### src/rtl/obstacle_scheduler_pkg.sv
// Shared types and constants for the obstacle sequencer: state encoding,
// obstacle codes, counter widths and the pixel-clock frequency.
package obstacle_pkg;

    localparam int unsigned CLK_FREQ_HZ = 65000000;
    localparam int unsigned TIMER_W     = 28;
    localparam int unsigned ROUND_W     = 5;
    localparam int unsigned CODE_W      = 4;
    localparam int unsigned LFSR_W      = 16;

    localparam logic [CODE_W-1:0] NO_OBSTACLE = 4'hF;
    localparam logic [CODE_W-1:0] OBST_0      = 4'd0;
    localparam logic [CODE_W-1:0] OBST_1      = 4'd1;
    localparam logic [CODE_W-1:0] OBST_2      = 4'd2;
    localparam logic [CODE_W-1:0] OBST_3      = 4'd3;

    typedef enum logic [2:0] {
        ST_IDLE,
        ST_PICK,
        ST_LAUNCH,
        ST_WAIT,
        ST_GAP,
        ST_OVER,
        ST_WIN
    } state_e;

    // (code + 1) mod n, evaluated wide so 4'hF + 1 does not wrap early
    function automatic logic [CODE_W-1:0] next_code(input logic [CODE_W-1:0] code,
                                                    input int unsigned n);
        return CODE_W'((32'(code) + 32'd1) % n);
    endfunction

endpackage

### src/rtl/obstacle_scheduler_if.sv
// Bundle between game/menu logic, the obstacle bank and the scheduler.
interface obstacle_scheduler_if #(
    parameter int unsigned NUM_OBSTACLES = 4
);
    logic                     game_on;
    logic                     menu_on;
    logic                     collision;
    logic [NUM_OBSTACLES-1:0] done_in;
    logic [3:0]               selected;
    logic                     play_selected;
    logic                     done_control;
    logic [4:0]               round;
    logic                     game_over;
    logic                     game_won;

    modport master (
        output game_on, menu_on, collision, done_in,
        input  selected, play_selected, done_control, round, game_over, game_won
    );

    modport slave (
        input  game_on, menu_on, collision, done_in,
        output selected, play_selected, done_control, round, game_over, game_won
    );
endinterface

### src/rtl/obstacle_scheduler_lfsr.sv
// 16-bit Fibonacci LFSR (taps 16,14,13,11), advanced only when step is high.
module obstacle_lfsr #(
    parameter logic [15:0] SEED = 16'hACE1
) (
    input  logic        pclk,
    input  logic        rst_n,
    input  logic        step,
    output logic [15:0] q
);

    always_ff @(posedge pclk) begin
        if (!rst_n) begin
            q <= SEED;
        end else if (step) begin
            q <= {q[0] ^ q[2] ^ q[3] ^ q[5], q[15:1]};
        end
    end

endmodule

### src/rtl/obstacle_scheduler.sv
// Game-level obstacle sequencer: pick a code, launch it, wait for done,
// collision or watchdog, then gap and count rounds up to a win.
module obstacle_scheduler
    import obstacle_pkg::*;
#(
    parameter int unsigned NUM_OBSTACLES  = 4,
    parameter bit          RANDOM         = 1'b1,
    parameter logic [15:0] LFSR_SEED      = 16'hACE1,
    parameter int unsigned GAP_CYCLES     = CLK_FREQ_HZ / 2,
    parameter int unsigned TIMEOUT_CYCLES = CLK_FREQ_HZ * 4,
    parameter int unsigned ROUNDS_TO_WIN  = 16
) (
    input logic                 pclk,
    input logic                 rst_n,
    obstacle_scheduler_if.slave bus
);

    state_e              state_q, state_d;
    logic [TIMER_W-1:0]  timer_q, timer_d, timer_inc;
    logic [ROUND_W-1:0]  round_q, round_d, round_inc;
    logic [CODE_W-1:0]   cur_q, cur_d, last_q, last_d, cand;
    logic [CODE_W-1:0]   sel_q, sel_d;
    logic                play_q, play_d, dc_q, dc_d, over_q, over_d, won_q, won_d;
    logic [LFSR_W-1:0]   lfsr_q;
    logic                lfsr_step;
    logic [15:0]         done_w;
    logic                lfsr_unused;

    obstacle_lfsr #(.SEED(LFSR_SEED)) u_lfsr (
        .pclk  (pclk),
        .rst_n (rst_n),
        .step  (lfsr_step),
        .q     (lfsr_q)
    );

    assign lfsr_unused = ^lfsr_q[15:4];
    assign done_w      = 16'(bus.done_in);
    assign timer_inc   = (timer_q == '1) ? timer_q : timer_q + TIMER_W'(1);
    assign round_inc   = round_q + ROUND_W'(1);

    always_ff @(posedge pclk) begin
        if (!rst_n) begin
            state_q <= ST_IDLE;
            timer_q <= '0;
            round_q <= '0;
            cur_q   <= '0;
            last_q  <= NO_OBSTACLE;
            sel_q   <= NO_OBSTACLE;
            play_q  <= 1'b0;
            dc_q    <= 1'b1;
            over_q  <= 1'b0;
            won_q   <= 1'b0;
        end else begin
            state_q <= state_d;
            timer_q <= timer_d;
            round_q <= round_d;
            cur_q   <= cur_d;
            last_q  <= last_d;
            sel_q   <= sel_d;
            play_q  <= play_d;
            dc_q    <= dc_d;
            over_q  <= over_d;
            won_q   <= won_d;
        end
    end

    // Next state; outputs are decoded from the next state so they line up with state_q
    always_comb begin
        state_d   = state_q;
        timer_d   = timer_q;
        round_d   = round_q;
        cur_d     = cur_q;
        last_d    = last_q;
        lfsr_step = 1'b0;
        cand      = RANDOM ? lfsr_q[3:0] : next_code(last_q, NUM_OBSTACLES);

        case (state_q)
            ST_IDLE: begin
                if (bus.game_on && !bus.menu_on) state_d = ST_PICK;
            end
            ST_PICK: begin
                lfsr_step = 1'b1;
                if (32'(cand) < NUM_OBSTACLES) begin
                    if (cand == last_q && NUM_OBSTACLES > 1) cur_d = next_code(cand, NUM_OBSTACLES);
                    else                                     cur_d = cand;
                    last_d  = cur_d;
                    state_d = ST_LAUNCH;
                end
            end
            ST_LAUNCH: begin
                timer_d = '0;
                state_d = ST_WAIT;
            end
            ST_WAIT: begin
                if (bus.menu_on || !bus.game_on) begin
                    state_d = ST_IDLE;
                end else if (bus.collision) begin
                    state_d = ST_OVER;
                end else if (done_w[cur_q]) begin
                    round_d = round_inc;
                    timer_d = '0;
                    state_d = (round_inc == ROUND_W'(ROUNDS_TO_WIN)) ? ST_WIN : ST_GAP;
                end else if (timer_q == TIMER_W'(TIMEOUT_CYCLES - 1)) begin
                    state_d = ST_OVER;
                end else begin
                    timer_d = timer_inc;
                end
            end
            ST_GAP: begin
                if (bus.menu_on || !bus.game_on)                   state_d = ST_IDLE;
                else if (timer_q == TIMER_W'(GAP_CYCLES - 1))      state_d = ST_PICK;
                else                                               timer_d = timer_inc;
            end
            ST_OVER, ST_WIN: begin
                if (bus.menu_on) state_d = ST_IDLE;
            end
            default: state_d = ST_IDLE;
        endcase

        if (state_d == ST_IDLE) round_d = '0;

        sel_d  = (state_d == ST_LAUNCH || state_d == ST_WAIT) ? cur_d : NO_OBSTACLE;
        play_d = (state_d == ST_LAUNCH || state_d == ST_WAIT || state_d == ST_GAP);
        dc_d   = (state_d != ST_WAIT);
        over_d = (state_d == ST_OVER);
        won_d  = (state_d == ST_WIN);
    end

    assign bus.selected      = sel_q;
    assign bus.play_selected = play_q;
    assign bus.done_control  = dc_q;
    assign bus.round         = round_q;
    assign bus.game_over     = over_q;
    assign bus.game_won      = won_q;

endmodule
### src/flat_wrapper.sv
// flat-port wrapper written by rule: the top's interface ports become plain ports
module obstacle_scheduler_flat import obstacle_pkg::*;
#(
    parameter int unsigned NUM_OBSTACLES  = 4,
    parameter bit          RANDOM         = 1'b1,
    parameter logic [15:0] LFSR_SEED      = 16'hACE1,
    parameter int unsigned GAP_CYCLES     = CLK_FREQ_HZ / 2,
    parameter int unsigned TIMEOUT_CYCLES = CLK_FREQ_HZ * 4,
    parameter int unsigned ROUNDS_TO_WIN  = 16
)
  (pclk, rst_n, bus_game_on, bus_menu_on, bus_collision, bus_done_in, bus_selected, bus_play_selected, bus_done_control, bus_round, bus_game_over, bus_game_won);
  obstacle_scheduler_if #(.NUM_OBSTACLES(NUM_OBSTACLES)) bus_i ();
  input logic pclk;
  input logic rst_n;
  input wire logic [$bits(bus_i.game_on)-1:0] bus_game_on;
  input wire logic [$bits(bus_i.menu_on)-1:0] bus_menu_on;
  input wire logic [$bits(bus_i.collision)-1:0] bus_collision;
  input wire logic [$bits(bus_i.done_in)-1:0] bus_done_in;
  output wire logic [$bits(bus_i.selected)-1:0] bus_selected;
  output wire logic [$bits(bus_i.play_selected)-1:0] bus_play_selected;
  output wire logic [$bits(bus_i.done_control)-1:0] bus_done_control;
  output wire logic [$bits(bus_i.round)-1:0] bus_round;
  output wire logic [$bits(bus_i.game_over)-1:0] bus_game_over;
  output wire logic [$bits(bus_i.game_won)-1:0] bus_game_won;
  assign bus_i.game_on = bus_game_on;
  assign bus_i.menu_on = bus_menu_on;
  assign bus_i.collision = bus_collision;
  assign bus_i.done_in = bus_done_in;
  assign bus_selected = bus_i.selected;
  assign bus_play_selected = bus_i.play_selected;
  assign bus_done_control = bus_i.done_control;
  assign bus_round = bus_i.round;
  assign bus_game_over = bus_i.game_over;
  assign bus_game_won = bus_i.game_won;
  obstacle_scheduler #(.NUM_OBSTACLES(NUM_OBSTACLES), .RANDOM(RANDOM), .LFSR_SEED(LFSR_SEED), .GAP_CYCLES(GAP_CYCLES), .TIMEOUT_CYCLES(TIMEOUT_CYCLES), .ROUNDS_TO_WIN(ROUNDS_TO_WIN)) u_core (.pclk(pclk), .rst_n(rst_n), .bus(bus_i));
endmodule
### config.mk
export PLATFORM = sky130hd
export DESIGN_NAME = obstacle_scheduler_flat
export DESIGN_NICKNAME = d
export VERILOG_FILES = /design/src/rtl/obstacle_scheduler_pkg.sv /design/src/rtl/obstacle_scheduler_if.sv /design/src/rtl/obstacle_scheduler_lfsr.sv /design/src/rtl/obstacle_scheduler.sv /design/src/flat_wrapper.sv
export SDC_FILE = /design/constraint.sdc
export NUM_CORES = 1
export LEC_CHECK = 0
export BUFFER_PORTS_ARGS = -buffer_cell sky130_fd_sc_hd__clkbuf_2
export CORE_AREA = 4 4 80 82
export DETAILED_ROUTE_END_ITERATION = 10
export DIE_AREA = 0 0 84 86
export MAX_ROUTING_LAYER = met4
export PLACE_DENSITY = 0.84
export SKIP_LAST_GASP = 1
export SLEW_MARGIN = 20
export SYNTH_ARGS = -nofsm -noshare
export SYNTH_HDL_FRONTEND = slang
export SYNTH_SLANG_ARGS = --single-unit
### constraint.sdc
create_clock -name pclk -period 2.95 [get_ports pclk]
set_input_delay 0.59 -clock pclk [delete_from_list [all_inputs] [get_ports pclk]]
set_output_delay 0.59 -clock pclk [all_outputs]
set_load 0.02 [all_outputs]
==> results of run 1 <==
## cell usage after synthesis (4+ instances only)
| library cell | n |
|---|---|
| xor2_1 | 7 |
| o31ai_1 | 7 |
| nand3_1 | 28 |
| inv_1 | 8 |
| nor3_1 | 7 |
| dfxtp_1 | 68 |
| nand4_1 | 11 |
| nor2b_1 | 4 |
| nor2_1 | 34 |
| o211ai_1 | 7 |
| mux2i_1 | 5 |
| nor4_1 | 5 |
| xnor2_1 | 5 |
| clkbuf_1 | 14 |
| and3_1 | 10 |
| or4_1 | 11 |
| nand2_1 | 69 |
| and2_1 | 8 |
| o21ai_0 | 17 |
| a21oi_1 | 28 |
| or3_1 | 12 |
## power by group
part	switching (mW)	internal (mW)
logic	0.174	0.0927
registers	0.0327	0.964
clock network	0.363	0.499
total	0.569	1.56
## sequential cells by signal, indices dropped and copies added, names as in the netlist, 3 cells and up
register	count
u_core.bus.selected	4
u_core.u_lfsr.q	16
u_core.cur_q	4
u_core.last_q	4
u_core.state_q	3
u_core.bus.round	5
u_core.timer_q	28
## worst min-delay path, cell delays in order (launching register included)
cell	delay [ns]
dfxtp_1	0.31
nand2_1	0.05
a21oi_1	0.05
## path summary, 6_finish.rpt
check / startpoint / end / slack, ns / cells past startpoint
worst max-delay path: u_core.timer_q[10] / u_core.bus.round[4] / 0.42 / 7
worst min-delay path: u_core.u_lfsr.q[4] / u_core.u_lfsr.q[3] / 0.45 / 2
worst min register to register: u_core.u_lfsr.q[4] / u_core.u_lfsr.q[3] / 0.45 / 2
worst max register to register: u_core.timer_q[10] / u_core.bus.round[4] / 0.42 / 7
## routing by layer
metal | share of wire | GRT usage | vias to the layer above
li1 | - | - | 1537
met1 | 0.47 | 0.2856 | 1517
met2 | 0.47 | 0.3442 | 81
met3 | 0.042 | 0.03939 | 14
met4 | 0.022 | 0.1096 | 0
met5 | 0 | - | -
## cells by family (layout without fill, tap and decap cells)
| logic type | after synthesis | after routing |
|---|---|---|
| and+or+nand+nor | 214 | 214 |
| AOI/OAI and AO/OA | 87 | 87 |
| buffers and inverters | 26 | 48 |
| muxes | 5 | 5 |
| adders and majority gates | 3 | 3 |
| xor gates and xnor gates | 12 | 12 |
| DFF | 68 | 68 |
## final cells by class
cell class / count / area (sq um)
sequential: 68 / 1361
fill: 499 / 2064
multi-input combinational: 321 / 1843
clock inverter: 6 / 87.58
timing repair buffer: 24 / 127.6
inverter: 8 / 30.03
tap: 75 / 93.84
clock buffer: 10 / 137.6
==> results.txt, run 1 <==
----------------------------------------------------
[Setup path]
  Number of buffer and inverter instances along the worst setup path ... 0
  Crit-path leading delay family ... simple AND/OR/NAND/NOR gates
  Maximum fanout along the worst path ... 7
  Chain of cells forming the critical path ... nor4b_1 > nand4_1 > nor4_2 > o32ai_1 > a21o_1 > o31ai_1 > nor2_1
  Sort of element at the start of the critical path ... flip-flop
  Critical Setup Path Class ... reg -> reg
  Element type at the critical path end ... flip-flop
  Arr. time, crit path ... between 2 and 3 ns
  Critical Path Slowest Stage Cell ... o31ai_1
  Required time of the critical path ... between 3 and 4 ns
  Critical path's largest stage delay ... ~0.54 ns

[Logic synthesis]
  Cell type contributing the most total cell area after synthesis ... dfxtp_1
  Gate Count Post-Synth ... 415
  Synthesized-area fraction occupied by xor and xnor cells ... 0.03167
  Basic-gate share of the synthesized area counting and, or, nand and nor cells ... 0.3254
  Total standard cell area after synthesis ... roughly 0.0033 sq mm
  Post-Synth Adder-Cell Area ... 0.01131
  Average size of a mapped cell ... 7.996 sq um
  Count of synthesis-stage warnings from yosys ... 0
  Async set-or-reset flop fraction in the synthesized netlist ... 0
  Post-Synthesis Net Count ... 427
  Count of state elements after synthesis ... between 60 and 70
  Prevailing post-synth register cell ... dfxtp_1
  Area fraction in compound gates after synthesis ... 0.1719
  Count of flip-flops with a built-in enable after synthesis ... 0
  Leading cell types by total area after synthesis ... dfxtp_1, nand2_1, a21oi_1
  Post-synthesis mux area share ... 0.01508
  Distinct cells, synth ... 55
  Proportion of synthesized chip area in sequential cells ... 0.4103
  Main combinational cell family by area after synthesis ... simple AND/OR/NAND/NOR gates
  Portion of synthesized cell area occupied by the leading cell type ... 0.4103

[Run]
  Number of maximum-capacitance violations ... 0

[Die]
  Core region area ... between 0.005 and 0.006 sq mm
  I/O Pins ... 22
  Row count ... 28
  Die height ... about 86 um
  Die outline area ... a little over 0.007 sq mm
  Die outline width ... 84 um
  Initial standard-cell utilization of the core ... 0.5775

[Final layout]
  Share of post-route cells with drive strength above 1 ... 0.1098
  Commonest non-fill, non-tap cells in the layout ... nand2_1, dfxtp_1, nor2_1, nand3_1, a21oi_1
  Number of diodes added for antenna fixing ... 0
  Final non-filler cell total ... 512
  Core occupancy in the finished layout ... 0.6407
  Commonest non-fill, non-tap cell in the layout ... nand2_1
  Nets ... 444
  Finished Cell Area ... between 0.003 and 0.004 sq mm
  Area delta synth->final ... 10.94%

[Routing]
  Post-route antenna net violation count ... 0
  Via density ... a little over 6
  Final wirelength ... between 7 and 8 mm
  First-pass DRT Iterations ... 5
  DR WL/cell ... ~15 um
  Initial DRC count ... about 210
  Count of vias placed by the detailed router ... 3149
  DRC violations left ... 0

[Pwr]
  Pwr dens ... between 500 and 600 mW/mm^2
  Largest vdd supply drop ... about 0.37 mV
  LEAKAGE ... 1.379 nW
  Post-route total power ... around 2.1 mW

[Global route]
  Global route total overflow ... 0
  Antenna violations before repair ... 0
  Vias in the first global route ... approximately 2900
  Total global-route track usage ... 0.2239
  First-pass GRT wire length ... between 10 and 15 mm
  Largest net degree at the start of global routing ... 32

[Placement]
  Placed cell count ... 496
  Cell area after placement ... around 0.0035 sq mm
  Port Buffers ... 21
  Placer's final routability congestion estimate ... ~0.95
  Worst setup timing slack at the placement stage ... approximately 0.39 ns
  HPWL after detailed placement ... roughly 5.3 mm

[CTS]
  Cells resized by post-CTS repair ... 0
  Number of H-tree levels ... 3
  Number of CTS-inserted buffers ... 9
  Sink count of the clock tree ... 68
  Buffers from clock root to sink, at most ... 2
  Root Buffer Master ... clkbuf_8
  Hold-fix buffer count after cts ... 0
  Number of buffers inserted to repair setup after CTS ... 0
  CTS tree ... done
  Insertion delay of the later-clocked pin in the worst-skew pair ... around 0.35 ns
  Clock transition at the register clock pins on the worst setup and hold paths after CTS ... about 0.090 ns

[STA]
  F_max ... 394.7 MHz
  Slew of the pin with the lowest slew margin ... ~0.65 ns
  Number of max-slew violations in the final report ... 0
  Setup Viol. Count Final ... 0
  Portion of the clock cycle consumed by the worst path in the final layout ... 0.8589
  Post-Route Hold Slack ... between 0.4 and 0.5 ns
  Clk_skew ... a little over 0.02 ns
  Min Clock Period, post-route ... 2.534 ns
  Slew HR ... 0.5650
  Fin. Hold Viols ... 0
  TNS Setup ... 0 ns
  RSZ-0062 raised after global routing ... no
  Setup ws final ... approximately 0.42 ns

[Run status]
  Status ... complete, no violations

[Hold path]
  Worst hold-check path type ... reg -> reg

----------------------------------------------------
Note: power is estimated with default switching activity, not from simulation.
==> inputs of run 2 (changes only) <==
--- a/config.mk
+++ b/config.mk
@@ -9,7 +9,6 @@
 export CORE_AREA = 4 4 80 82
 export DETAILED_ROUTE_END_ITERATION = 10
 export DIE_AREA = 0 0 84 86
-export MAX_ROUTING_LAYER = met4
 export PLACE_DENSITY = 0.84
 export SKIP_LAST_GASP = 1
 export SLEW_MARGIN = 20
==> run 2 against run 1 <==
Die area stayed put. Routed wire length is 1.9% higher. Sequential share of layout area is 0.31 points lower. Register-to-register slack hardly changed. Global-route usage is 0.51 points lower. Clock skew is 0.0082 ns lower.
==> results.txt, run 2 (synthesis gave the netlist of run 1 again) <==
----------------------------------------------------
[Run status]
  Status ... complete, no violations (unchanged)

[Final layout]
  Register with the most flip-flops ... u_core.timer_q (unchanged)
  Commonest non-fill, non-tap cells in the layout ... nand2_1, dfxtp_1, nor2_1, nand3_1, a21oi_1 (unchanged)
  Fill cells ... 451 (was 499)
  Footprint of the flip-flops and latches ... 0.001361 sq mm (unchanged)
  Area delta synth->final ... 11.88% (was 10.94%)
  Share of post-route cells with drive strength above 1 ... 0.1055 (was 0.1098)
  Commonest non-fill, non-tap cell in the layout ... nand2_1 (unchanged)
  Nets ... 443 (was 444)
  Number of flip-flops under the largest register name ... 28 (unchanged)
  Final non-filler cell total ... 511 (was 512)
  Number of diodes added for antenna fixing ... 0 (unchanged)
  Area of the multi-input gates ... 0.001843 sq mm (unchanged)

[STA]
  RSZ-0062 raised after global routing ... no (unchanged)
  Setup Viol. Count Final ... 0 (unchanged)
  F_max ... 392.4 MHz (was 394.7 MHz)
  Clk_skew ... 0.01196 ns (was 0.02020 ns)
  TNS Setup ... 0 ns (unchanged)
  Min Clock Period, post-route ... 2.548 ns (was 2.534 ns)
  Setup ws final ... 0.4018 ns (was 0.4162 ns)
  Post-Route Hold Slack ... 0.4587 ns (was 0.4510 ns)
  Slew HR ... 0.4319 (was 0.5650)
  Slew of the pin with the lowest slew margin ... 0.8465 ns (was 0.6465 ns)
  Portion of the clock cycle consumed by the worst path in the final layout ... 0.8638 (was 0.8589)
  Fin. Hold Viols ... 0 (unchanged)
  Number of max-slew violations in the final report ... 0 (unchanged)

[CTS]
  Hold-fix buffer count after cts ... 0 (unchanged)
  Insertion delay of the later-clocked pin in the worst-skew pair ... 0.35 ns (about the same)
  Number of buffers inserted to repair setup after CTS ... 0 (unchanged)
  Clock transition at the register clock pins on the worst setup and hold paths after CTS ... 0.08 ns (was 0.09 ns)
  Number of CTS-inserted buffers ... 9 (unchanged)
  Buffers from clock root to sink, at most ... 2 (unchanged)
  Cells resized by post-CTS repair ... 0 (unchanged)
  Sink count of the clock tree ... 68 (unchanged)
  Root Buffer Master ... clkbuf_8 (unchanged)
  CTS tree ... done (unchanged)
  Number of H-tree levels ... 3 (unchanged)

[Routing]
  Count of vias placed by the detailed router ... 3081 (was 3149)
  Initial DRC count ... 252 (was 206)
  DR WL/cell ... 14.86 um (was 14.56 um)
  DRC violations left ... 0 (unchanged)
  Post-route antenna net violation count ... 0 (unchanged)
  First-pass DRT Iterations ... 4 (was 5)
  Via density ... 6.029 (was 6.150)
  Final wirelength ... 7.594 mm (was 7.456 mm)

[Pwr]
  P_int ... 1.703 mW (was 1.555 mW)
  Switching Share ... 0.2476 (was 0.2678)
  Pwr dens ... 609.7 mW/mm^2 (was 577.1 mW/mm^2)
  Combinational Power Share ... 0.117 (was 0.125)
  Switching power ... 0.5604 mW (was 0.5688 mW)
  Sequential cell fraction of total power ... 0.441 (was 0.469)
  Post-route total power ... 2.264 mW (was 2.124 mW)
  Portion of total power attributed to the clock network ... 0.443 (was 0.406)
  Largest vdd supply drop ... 0.3499 mV (was 0.3717 mV)
  LEAKAGE ... 1.385 nW (was 1.379 nW)

[Global route]
  Routing usage on met1 ... 0.2814 (was 0.2856)
  Global route total overflow ... 0 (unchanged)
  GR Layer Usage met3 ... 0.04611 (was 0.03939)
  Routing usage on met2 ... 0.3500 (was 0.3442)
  Largest net degree at the start of global routing ... 32 (unchanged)
  Layer carrying the most global-route usage ... met2 (unchanged)
  Total global-route track usage ... 0.2188 (was 0.2239)
  Vias in the first global route ... 2800 (was 2856)
  Antenna violations before repair ... 0 (unchanged)
  First-pass GRT wire length ... 12.81 mm (was 12.88 mm)

[Setup path]
  Sort of element at the start of the critical path ... flip-flop (unchanged)
  Slack of the worst reg-to-reg path ... 0.40 ns (was 0.42 ns)
  Arr. time, crit path ... 2.82 ns (was 2.74 ns)
  Maximum fanout along the worst path ... 31 (was 7)
  CP Launch Point ... u_core.cur_q[0] (was u_core.timer_q[10])
  Endpoint of the most critical register-to-register path ... u_core.timer_q[12] (was u_core.bus.round[4])
  Critical path destination ... u_core.timer_q[12] (was u_core.bus.round[4])
  Number of cell instances on the worst register-to-register path ... 7 (unchanged)
  Required time of the critical path ... 3.23 ns (was 3.15 ns)
  Critical Setup Path Class ... reg -> reg (unchanged)
  Reg-to-reg critical path startpoint ... u_core.cur_q[0] (was u_core.timer_q[10])
  Element type at the critical path end ... flip-flop (unchanged)

[Die]
  Core region area ... 0.005746 sq mm (unchanged)
  I/O Pins ... 22 (unchanged)
  Die height ... 86 um (unchanged)
  Die outline area ... 0.007224 sq mm (unchanged)
  Row count ... 28 (unchanged)
  Initial standard-cell utilization of the core ... 0.5775 (unchanged)
  Die outline width ... 84 um (unchanged)

[Run]
  Number of maximum-capacitance violations ... 0 (unchanged)

[Placement]
  Worst setup timing slack at the placement stage ... 0.4050 ns (was 0.3926 ns)
  Placed cell count ... 495 (was 496)
  Port Buffers ... 21 (unchanged)
  Placer's final routability congestion estimate ... 0.9734 (was 0.9488)
  HPWL after detailed placement ... 5.363 mm (was 5.257 mm)

[Hold path]
  Worst hold-check path type ... reg -> reg (unchanged)

----------------------------------------------------
run 2: changes by cell type in the layout (fill, tap and decap cells not counted):
cell,change
clkinv_2,-2
clkbuf_8,-1
clkbuf_1,+1
clkinv_4,-1
bufinv_16,+2
clkinvlp_4,+1
buf_4,-1
run 2: worst min-delay path by stage:
stage	start	endpoint	slack [ns]	cells after the start
6_report	u_core.last_q[2]	u_core.last_q[2]	0.46	2
5_1_grt	u_core.u_lfsr.q[12]	u_core.u_lfsr.q[12]	0.48	2
4_1_cts	u_core.u_lfsr.q[8]	u_core.u_lfsr.q[8]	0.46	2
3_5_place_dp	u_core.u_lfsr.q[8]	u_core.u_lfsr.q[8]	0.45	2
3_3_place_gp	u_core.last_q[3]	u_core.last_q[3]	0.44	2
2_1_floorplan	u_core.u_lfsr.q[13]	u_core.u_lfsr.q[12]	0.43	2
run 2: layout make-up:
cell class,count,area share
Clock buffer,10,0.03438
Clock inverter,6,0.03674
Inverter,8,0.008089
Multi-Input combinational cell,321,0.4965
Sequential cell,68,0.3667
Tap cell,75,0.02528
Timing Repair Buffer,23,0.03236
run 2: power by group through the flow:
stage	Combinational [mW]	Clock [mW]	Sequential, mW
after floorplan	0.192	0	1.02
after global placement	0.255	0	1.02
after detailed placement	0.262	0	1.02
after CTS	0.265	1.01	0.997
after global routing	0.296	1.06	1.00
final	0.264	1.00	0.997
run 2: routing by layer:
metal,vias up,part of all wire
li1,1532,-
met1,1438,0.46
met5,-,0
met4,0,0.018
met2,97,0.47
met3,14,0.051
run 2: worst max-delay path, stage by stage, from the launching register on:
cell and delay [ns]:
dfxtp_1 0.37, or3b_1 0.40, o22ai_2 0.23, nor2_2 0.10, a211oi_4 0.31, nand2_2 0.34, or4_1 0.57, a21oi_1 0.15
run 2: metrics by stage:
stage / instance area, sq um / utilization
4_1_cts: 3712 / 0.6461
3_5_place_dp: 3448 / 0.6002
5_1_grt: 3712 / 0.6461
6_report: 3712 / 0.6461
2_1_floorplan: 3318 / -
3_3_place_gp: 3448 / 0.6002
==> inputs of run 3 (changes only) <==
--- a/config.mk
+++ b/config.mk
@@ -5,11 +5,12 @@
 export SDC_FILE = /design/constraint.sdc
 export NUM_CORES = 1
 export LEC_CHECK = 0
+export ABC_AREA = 1
 export BUFFER_PORTS_ARGS = -buffer_cell sky130_fd_sc_hd__clkbuf_2
-export CORE_AREA = 4 4 80 82
+export CORE_AREA = 4 4 88 90
 export DETAILED_ROUTE_END_ITERATION = 10
-export DIE_AREA = 0 0 84 86
-export PLACE_DENSITY = 0.84
+export DIE_AREA = 0 0 92 94
+export PLACE_DENSITY = 0.86
 export SKIP_LAST_GASP = 1
 export SLEW_MARGIN = 20
 export SYNTH_ARGS = -nofsm -noshare
==> run 3 against run 2 <==
Clock skew decreased by 0.0012 ns. Synthesized cell count increased by 65%. Power decreased by 14%. Area after synthesis increased by 26%. Routed wire length increased by 35%. Setup slack got worse by 0.12 ns. Cell count increased by 57%. Via count increased by 42%. Clock-buffer cell count decreased by 1. Sequential cell count unchanged. Critical endpoint is now u_core.timer_q[24]. Largest power group is now registers.
==> results.txt, run 3 <==
----------------------------------------------------
[Logic synthesis]
  Count of synthesis-stage warnings from yosys ... 0 (unchanged)
  Most frequent cells after synthesis ... nand2_1, nor2_1, dfxtp_1 (was nand2_1, dfxtp_1, nor2_1)
  Cell type contributing the most total cell area after synthesis ... dfxtp_1 (unchanged)
  Count of flip-flops with a built-in enable after synthesis ... 0 (unchanged)
  Total standard cell area after synthesis ... 0.004190 sq mm (was 0.003318 sq mm)
  Cell with the most instances after synthesis ... nand2_1 (unchanged)
  Gate Count Post-Synth ... 683 (was 415)
  Portion of synthesized cell area occupied by the leading cell type ... 0.3249 (was 0.4103)
  Prevailing post-synth register cell ... dfxtp_1 (unchanged)
  Leading cell types by total area after synthesis ... dfxtp_1, nand2_1, nand3_1 (was dfxtp_1, nand2_1, a21oi_1)
  Async set-or-reset flop fraction in the synthesized netlist ... 0 (unchanged)
  Post-Synthesis Net Count ... 695 (was 427)
  Average size of a mapped cell ... 6.135 sq um (was 7.996 sq um)
  Count of state elements after synthesis ... 68 (unchanged)
  Distinct cells, synth ... 29 (was 55)
  Proportion of synthesized chip area in sequential cells ... 0.3249 (was 0.4103)

[Global route]
  Vias in the first global route ... 4135 (was 2800)
  Global route total overflow ... 0 (unchanged)
  First-pass GRT wire length ... 18.14 mm (was 12.81 mm)
  Total global-route track usage ... 0.2537 (was 0.2188)
  Antenna violations before repair ... 0 (unchanged)
  Largest net degree at the start of global routing ... 41 (was 32)

[Pwr]
  Post-route total power ... 1.950 mW (was 2.264 mW)
  Largest vdd supply drop ... 0.3489 mV (was 0.3499 mV)
  LEAKAGE ... 1.949 nW (was 1.385 nW)
  Pwr dens ... 429.8 mW/mm^2 (was 609.7 mW/mm^2)

[Routing]
  DRC violations left ... 0 (unchanged)
  DR WL/cell ... 12.78 um (was 14.86 um)
  Count of vias placed by the detailed router ... 4368 (was 3081)
  Via density ... 5.440 (was 6.029)
  Post-route antenna net violation count ... 0 (unchanged)
  Initial DRC count ... 399 (was 252)
  Final wirelength ... 10.26 mm (was 7.594 mm)
  First-pass DRT Iterations ... 7 (was 4)

[Setup path]
  Chain of cells forming the critical path ... ha_1 > inv_2 > nor2_4 > inv_2 > nor2_1 > nand2_1 > nand2_1 > nand2_1 > nand3_2 > inv_1 > o21ai_0 > nand2_1 > nor2_1 (was or3b_1 > o22ai_2 > nor2_2 > a211oi_4 > nand2_2 > or4_1 > a21oi_1)
  Critical Setup Path Class ... reg -> reg (unchanged)
  Most Frequent Cell on Critical Path ... nand2_1
  Sort of element at the start of the critical path ... flip-flop (unchanged)
  Required time of the critical path ... 3.21 ns (was 3.23 ns)
  Element type at the critical path end ... flip-flop (unchanged)
  Maximum fanout along the worst path ... 25 (was 31)
  Arr. time, crit path ... 2.93 ns (was 2.82 ns)
  Critical Path Slowest Stage Cell ... inv_1 (was or4_1)
  Critical path's largest stage delay ... 0.73 ns (was 0.57 ns)

[Die]
  Row count ... 31 (was 28)
  Initial standard-cell utilization of the core ... 0.5936 (was 0.5775)
  Die outline area ... 0.008648 sq mm (was 0.007224 sq mm)
  Die height ... 94 um (was 86 um)
  Die outline width ... 92 um (was 84 um)
  I/O Pins ... 22 (unchanged)
  Core region area ... 0.007059 sq mm (was 0.005746 sq mm)

[Final layout]
  Area delta synth->final ... 8.271% (was 11.88%)
  Number of flip-flops under the largest register name ... 28 (unchanged)
  Register with the most flip-flops ... u_core.timer_q (unchanged)
  Finished Cell Area ... 0.004537 sq mm (was 0.003712 sq mm)
  Number of diodes added for antenna fixing ... 0 (unchanged)
  Share of post-route cells with drive strength above 1 ... 0.1179 (was 0.1055)
  Commonest non-fill, non-tap cell in the layout ... nand2_1 (unchanged)
  Nets ... 711 (was 443)
  Commonest non-fill, non-tap cells in the layout ... nand2_1, nor2_1, dfxtp_1, nand3_1, inv_1 (was nand2_1, dfxtp_1, nor2_1, nand3_1, a21oi_1)

[Hold path]
  Worst hold-check path type ... reg -> reg (unchanged)

[CTS]
  Hold-fix buffer count after cts ... 0 (unchanged)
  Cells resized by post-CTS repair ... 0 (unchanged)
  Number of H-tree levels ... 3 (unchanged)
  Clock transition at the register clock pins on the worst setup and hold paths after CTS ... 0.09 ns (was 0.08 ns)
  Number of CTS-inserted buffers ... 9 (unchanged)
  Root Buffer Master ... clkbuf_8 (unchanged)
  Insertion delay of the later-clocked pin in the worst-skew pair ... 0.35 ns (about the same)
  CTS tree ... done (unchanged)
  Sink count of the clock tree ... 68 (unchanged)
  Number of buffers inserted to repair setup after CTS ... 0 (unchanged)
  Buffers from clock root to sink, at most ... 2 (unchanged)

[Placement]
  HPWL after detailed placement ... 7.232 mm (was 5.363 mm)
  Worst setup timing slack at the placement stage ... 0.3018 ns (was 0.4050 ns)
  Cell area after placement ... 0.004338 sq mm (was 0.003448 sq mm)
  Port Buffers ... 21 (unchanged)
  Placer's final routability congestion estimate ... 0.9871 (was 0.9734)

[STA]
  Setup Viol. Count Final ... 0 (unchanged)
  Slew of the pin with the lowest slew margin ... 0.8058 ns (was 0.8465 ns)
  Fin. Hold Viols ... 0 (unchanged)
  RSZ-0062 raised after global routing ... yes (was no)
  Setup ws final ... 0.2789 ns (was 0.4018 ns)
  Min Clock Period, post-route ... 2.671 ns (was 2.548 ns)
  Slew HR ... 0.4622 (was 0.4319)
  Clk_skew ... 0.01079 ns (was 0.01196 ns)
  TNS Setup ... 0 ns (unchanged)
  Number of max-slew violations in the final report ... 0 (unchanged)
  Portion of the clock cycle consumed by the worst path in the final layout ... 0.9055 (was 0.8638)
  F_max ... 374.4 MHz (was 392.4 MHz)

[Run status]
  Status ... complete, no violations (unchanged)

[Run]
  Number of maximum-capacitance violations ... 0 (unchanged)

----------------------------------------------------
[run 3: changes by cell type after synthesis, sizes merged, moves of 8 or more]
cell	previous run	this run
and2	8	0
or4	11	0
nand3	28	69
or3	12	0
inv	8	57
buf	4	12
nand2	70	285
xnor2	5	13
a21oi	28	39
and3	10	0
nor2	35	83
[run 3: kinds of logic after synthesis]
| logic type | Yosys count | share of synthesized area |
|---|---|---|
| compound gates | 62 | 0.08868 |
| xor+xnor | 23 | 0.04807 |
| buf+inv | 80 | 0.08122 |
| fa+ha+maj | 3 | 0.008959 |
| flops | 68 | 0.3249 |
| simple gates | 447 | 0.4482 |
[run 3: final cells by class]
class	instances	area [sq um]
Tap cell	99	123.9
Multi-Input combinational cell	535	2489
Sequential cell	68	1361
Clock buffer	9	123.9
Clock inverter	7	75.07
Fill cell	627	2522
Timing Repair Buffer	26	142.6
Inverter	59	221.5
[run 3: stage by stage]
step	utilization	std cells	hold WS (ns)
after global routing	0.6427	803	0.4822
after global placement	0.6145	787	0.4364
after floorplan	-	683	0.4292
after CTS	0.6427	803	0.4699
after detailed placement	0.6145	787	0.4475
final	0.6427	803	0.4697
[run 3: worst max-delay path, delay by kind of cell (launching register included)]
kind	cells	cell delay [ns]
buffers and inverters	3	0.89
and+or+nand+nor	8	0.75
DFF	1	0.39
adders and majority gates	1	0.32
AOI/OAI and AO/OA	1	0.22
[run 3: final timing paths]
path / start / to / slack (ns) / depth (start not counted)
min reg2reg: u_core.u_lfsr.q[7] / u_core.u_lfsr.q[6] / 0.47 / 2
min: u_core.u_lfsr.q[7] / u_core.u_lfsr.q[6] / 0.47 / 2
max reg2reg: u_core.timer_q[0] / u_core.timer_q[24] / 0.28 / 13
max: u_core.timer_q[0] / u_core.timer_q[24] / 0.28 / 13
[run 3: power by group]
group          total (mW)  leakage [nW]  switching, mW  internal (mW)
logic               0.191          1.31          0.136         0.0545
registers           0.968         0.551         0.0198          0.948
clock network       0.791        0.0918          0.399          0.393
total                1.95          1.95          0.555           1.40
[run 3: routing by layer]
| metal | track usage | share of wire | up-vias |
|---|---|---|---|
| li1 | - | - | 2166 |
| met1 | 0.3119 | 0.44 | 2016 |
| met2 | 0.4416 | 0.48 | 166 |
| met3 | 0.04728 | 0.061 | 20 |
| met4 | 0.09406 | 0.019 | 0 |
| met5 | 0 | 0 | - |
